`src/rtl/motor_enc_pkg.sv`:
```
// Shared definitions for the motor encoder emulator: phase encoding and quadrature sequencing.
package motor_enc_pkg;

  localparam int unsigned ACC_W = 24;
  localparam int unsigned POS_W = 32;
  localparam int unsigned STEP_MAX = 1 << ACC_W;

  // State value is {sa, sb}, so the outputs decode directly from the register
  typedef enum logic [1:0] {
    P00 = 2'b00,
    P01 = 2'b01,
    P10 = 2'b10,
    P11 = 2'b11
  } phase_t;

  // Indexed by current phase value: forward 00->10->11->01->00, reverse the opposite way
  localparam phase_t FWD_NEXT [4] = '{P10, P00, P11, P01};
  localparam phase_t REV_NEXT [4] = '{P01, P11, P00, P10};

endpackage

```
`src/rtl/sync_2ff.sv`:
```
// Two-flop synchronizer for a single asynchronous level signal.
module sync_2ff (
  input  logic clk,
  input  logic rst_n,
  input  logic d,
  output logic q
);

  logic meta;

  always_ff @(posedge clk or negedge rst_n) begin
    if (!rst_n) begin
      meta <= 1'b0;
      q    <= 1'b0;
    end else begin
      meta <= d;
      q    <= meta;
    end
  end

endmodule

```
`src/rtl/motor_enc_emu.sv`:
```
// Quadrature encoder emulator: integrates PWM-high time and emits A/B edges plus a signed position.
module motor_enc_emu
  import motor_enc_pkg::*;
#(
  parameter int unsigned CLK_FREQ = 200_000_000,
  parameter int unsigned STEP_CYC = 2000
) (
  input  logic                    clk200M,
  input  logic                    rstn,
  input  logic                    en,
  input  logic                    pwm,
  input  logic                    dir,
  output logic                    sa,
  output logic                    sb,
  output logic signed [POS_W-1:0] pos,
  output logic                    step
);

  if (STEP_CYC < 2 || STEP_CYC > STEP_MAX || CLK_FREQ == 0) begin : g_bad_param
    $error("motor_enc_emu: STEP_CYC=%0d outside 2..%0d", STEP_CYC, STEP_MAX);
  end

  logic             pwm_s;
  logic             dir_s;
  logic             dir_q;
  logic [ACC_W-1:0] acc;
  phase_t           phase;
  phase_t           next_phase;

  sync_2ff u_sync_pwm (.clk(clk200M), .rst_n(rstn), .d(pwm), .q(pwm_s));
  sync_2ff u_sync_dir (.clk(clk200M), .rst_n(rstn), .d(dir), .q(dir_s));

  assign next_phase = dir_s ? FWD_NEXT[phase] : REV_NEXT[phase];
  assign sa         = phase[1];
  assign sb         = phase[0];

  // Direction change and disable both restart integration; a change wins over terminal count
  always_ff @(posedge clk200M or negedge rstn) begin
    if (!rstn) begin
      dir_q <= 1'b0;
      acc   <= '0;
      phase <= P00;
      pos   <= '0;
      step  <= 1'b0;
    end else begin
      dir_q <= dir_s;
      step  <= 1'b0;
      if (!en || (dir_s != dir_q)) begin
        acc <= '0;
      end else if (pwm_s) begin
        if (acc == ACC_W'(STEP_CYC - 1)) begin
          acc   <= '0;
          phase <= next_phase;
          pos   <= dir_s ? pos + 32'sd1 : pos - 32'sd1;
          step  <= 1'b1;
        end else begin
          acc <= acc + 1'b1;
        end
      end
    end
  end

endmodule

```
`config.mk`:
```
export PLATFORM = sky130hd
export DESIGN_NAME = motor_enc_emu
export DESIGN_NICKNAME = d
export VERILOG_FILES = /design/src/rtl/motor_enc_pkg.sv /design/src/rtl/sync_2ff.sv /design/src/rtl/motor_enc_emu.sv
export SDC_FILE = /design/constraint.sdc
export NUM_CORES = 1
export LEC_CHECK = 0
export CAP_MARGIN = 10
export CORE_AREA = 2 2 126 128
export DETAILED_ROUTE_END_ITERATION = 10
export DIE_AREA = 0 0 128 130
export HOLD_SLACK_MARGIN = 0.1
export PLACE_DENSITY = 0.57
export SLEW_MARGIN = 40
export SYNTH_ARGS = -nofsm -noshare
export SYNTH_HDL_FRONTEND = slang
export SYNTH_HIERARCHICAL = 1
export SYNTH_SLANG_ARGS = --single-unit
```
`constraint.sdc`:
```
create_clock -name clk200M -period 6.1 [get_ports clk200M]
set_input_delay 1.22 -clock clk200M [delete_from_list [all_inputs] [get_ports clk200M]]
set_output_delay 1.22 -clock clk200M [all_outputs]
set_load 0.005 [all_outputs]
```
==> impl_results.md <==
* Endpoint class of the critical path: flop
* Detailed Routing Iterations Pass 1 at 4
* Most common cell after layout, fill and taps aside: nand2_1
* Sink Count at 64
* Syn Nets at 581
* Core area at 15,420 um^2
* Asr flop ratio synth at 1.000
* Relative slew slack at 0.5541
* TritonCTS buffer count at 9
* XOR/XNOR Fraction of Synth Area at 0.06011
* First-pass GRT wire length at 20,070 um
* H-tree depth at 3
* Synthesis-to-layout area growth at 18.50%
* CTS tree: yes
* Crit path cell chain: inv_2, ha_1, a21o_1, a31o_2, nor2_1, o21ai_0, a221oi_2, mux2i_1, xnor2_1
* VDD IR max at 0.1409 mV
* CP max stage delay at 0.48 ns
* Met1 Use GR at 0.1874
* RSZ-0062 raised after global routing: false
* CP required at 6.37 ns
* Most frequent cells in the layout: nand2_1 (76), o21ai_0 (74), dfrtp_1 (64), nor2_1 (42), clkdlybuf4s50_1 (38)
* P_leak at 2.295 nW
* Clock root cell: clkbuf_16
* Clock share of power at 0.499
* Crit share post-route at 0.5221
* I/O pins at 40
* Layout cell share with drive strength beyond 1 at 0.05208
* Compound-Gate Fraction of Synth Area at 0.2571
* Met3 Track Usage GR at 0.03813
* Final GP Congestion at 0.8855
* Largest family of logic cells by synthesized area: compound AO/OA/AOI/OAI gates
* Port bufs at 39
* Crit start category: flop
* Combinational power share at 0.077
* Post-Syn Instances at 544
* Std cell rows at 46
* YS warnings at 6
* WL final at 11,940 um
* DRT iter0 DRCs at 253
* Slowest stage cell on the critical path: dfrtp_1
* Setup bufs post-CTS at 0
* Mapped Area at 4517 um^2
* Worst EP arrival at 3.45 ns
* Switching share of total power at 0.2442
* Int Power at 0.7663 mW
* Chip width at 128 um
* Worst Tran Pin Value at 0.6681 ns
* Status: finished clean
* Average vias per placed instance at 5.266
* HPWL after DPL at 8729 um
* Antenna diodes at 0
* Period minus WS final at 3.185 ns
* ANT nets after route at 0
* Synth Register Bits at 64
* Layout Utilization at 0.3470
* GR Util All Layers at 0.1527
* Place WS at 2.830 ns
* Die height at 130 um
* EDFF count, synth at 0
* Remaining global-route overflow at 0
* GR Layer Usage met2 at 0.2554
* Post-CTS Resized at 0
* GRT busiest layer: met2
* Hold buffer count at CTS at 0
* Die area at 16,640 um^2
* Final setup TNS at 0 ns
* CP delay by family, top: compound AO/OA/AOI/OAI gates
* Final Max Tran Viols at 0
* Crit path max fanout at 31
* Vias in the first global route at 4,065
* Skew-Pair Late Insertion Delay at 0.35 ns
* Largest net degree at the start of global routing at 65
* CTS max path bufs at 2
* Synth Flop Type: dfrtp_1
* Post-route DRC at 0
* Sw power at 0.2476 mW
* Clock transition at path regs at 0.05 ns
* Power Density at 189.4 nW/um^2
* Final setup fails at 0
* Register share of total power at 0.424
* Critical path type: reg -> reg
* Multiplexer share of the synthesized area at 0.002216
* Vias at 4,044
* FF-to-FF setup slack at 2.92 ns
* Avg Inst Size Synth at 8.303 um^2
* Synth Area in Adders at 0.09030
* DR WL/cell at 15.55 um
* Initial antenna violation count at 0
* Post-synthesis simple-gate area fraction at 0.2011
* Initial Util at 0.2928
* Hold Crit Class: reg -> reg
* Fin worst setup slack at 2.915 ns
* Skew final at 0.009445 ns
* Final Hold Fails at 0
* Nets at 608
* Sequential share of the synthesized area at 0.3546
* Fmax at 314.0 MHz
* Total power at 1.014 mW
* Distinct cells, synth at 55
* Max_cap viols at 0
* Worst path bufs/invs at 1
==> cells by family (layout without fill, tap and decap cells) <==
family | Yosys count | in the layout
mux | 1 | 1
fa+ha+maj | 32 | 32
buf+inv | 39 | 71
xor+xnor | 31 | 31
simple gates | 193 | 193
flops | 64 | 64
compound gates | 184 | 184
==> final cells by class <==
| cell class | instances | area (um^2) |
|---|---|---|
| Fill cell | 1627 | 10070 |
| Multi-Input combinational cell | 441 | 2769 |
| Sequential cell | 64 | 1602 |
| Timing Repair Buffer | 42 | 411.6 |
| Tap cell | 192 | 240.2 |
| Clock buffer | 12 | 236.5 |
| Inverter | 13 | 48.80 |
| Clock inverter | 4 | 45.04 |
==> state kept, by name (all words and copies together), names as in the netlist <==
register,flops
acc,24
dir_q,1
phase,2
u_sync_dir/meta,1
u_sync_pwm/q,1
step,1
u_sync_dir/q,1
pos,32
u_sync_pwm/meta,1
==> path summary, 6_finish.rpt <==
kind	startpoint	end	cells after the start
setup reg to reg	u_sync_dir/q	pos[31]	9
hold / removal	u_sync_pwm/meta	u_sync_pwm/q	0
min in group asynchronous	rstn	acc[18]	2
setup / recovery	u_sync_dir/q	pos[31]	9
max in group asynchronous	rstn	pos[16]	2
hold reg to reg	u_sync_pwm/meta	u_sync_pwm/q	0
==> synthesized netlist by cell type, types with 5 or more instances <==
master    count  area [um^2]
nand3_1      17        85.08
nand4_1      16        100.1
a21boi_0      5        37.54
clkbuf_1     16        60.06
a21o_1       13        97.59
o21ai_0      74        370.4
o31ai_1       7        52.55
xor2_1       16        140.1
nor2_1       44        165.2
inv_1        13        48.80
dfrtp_1      64         1602
xnor2_1      15        131.4
a31oi_1       7        43.79
nor3_1        8        40.04
a21oi_1      34        170.2
nand2_1      76        285.3
buf_2         8        40.04
and3_1        5        31.28
o21a_1       11        82.58
ha_1         31        387.9
==> metal layers <==
| layer | wire length (um) | share of wire |
|---|---|---|
| met1 | 5439 | 0.46 |
| met2 | 5779 | 0.48 |
| met5 | 0 | 0 |
| met4 | 311 | 0.026 |
| met3 | 413 | 0.035 |
==> worst register-to-register path: cells and delay by family (launching register included) <==
family / cells / cell delay, ns
compound gates: 4 / 1.18
flops: 1 / 0.48
buf+inv: 1 / 0.48
fa+ha+maj: 1 / 0.41
mux: 1 / 0.25
simple gates: 1 / 0.18
xor+xnor: 1 / 0.13
==> power groups by stage <==
stage               logic [mW]  registers (mW)  clock network (mW)
floorplan               0.0533           0.436                   0
global placement        0.0766           0.437                   0
detailed placement      0.0778           0.437                   0
CTS                     0.0784           0.430               0.523
global route            0.0884           0.430               0.541
finish                  0.0781           0.430               0.506
==> per-stage QoR <==
stage	instance area [um^2]	std cells	hold WS (ns)
detailed placement	5069	752	0.3434
finish	5353	768	0.3532
floorplan	4517	544	0.3312
global route	5353	768	0.3780
global placement	5062	752	0.3399
CTS	5350	768	0.3563
(Power assumes the default switching activity.)
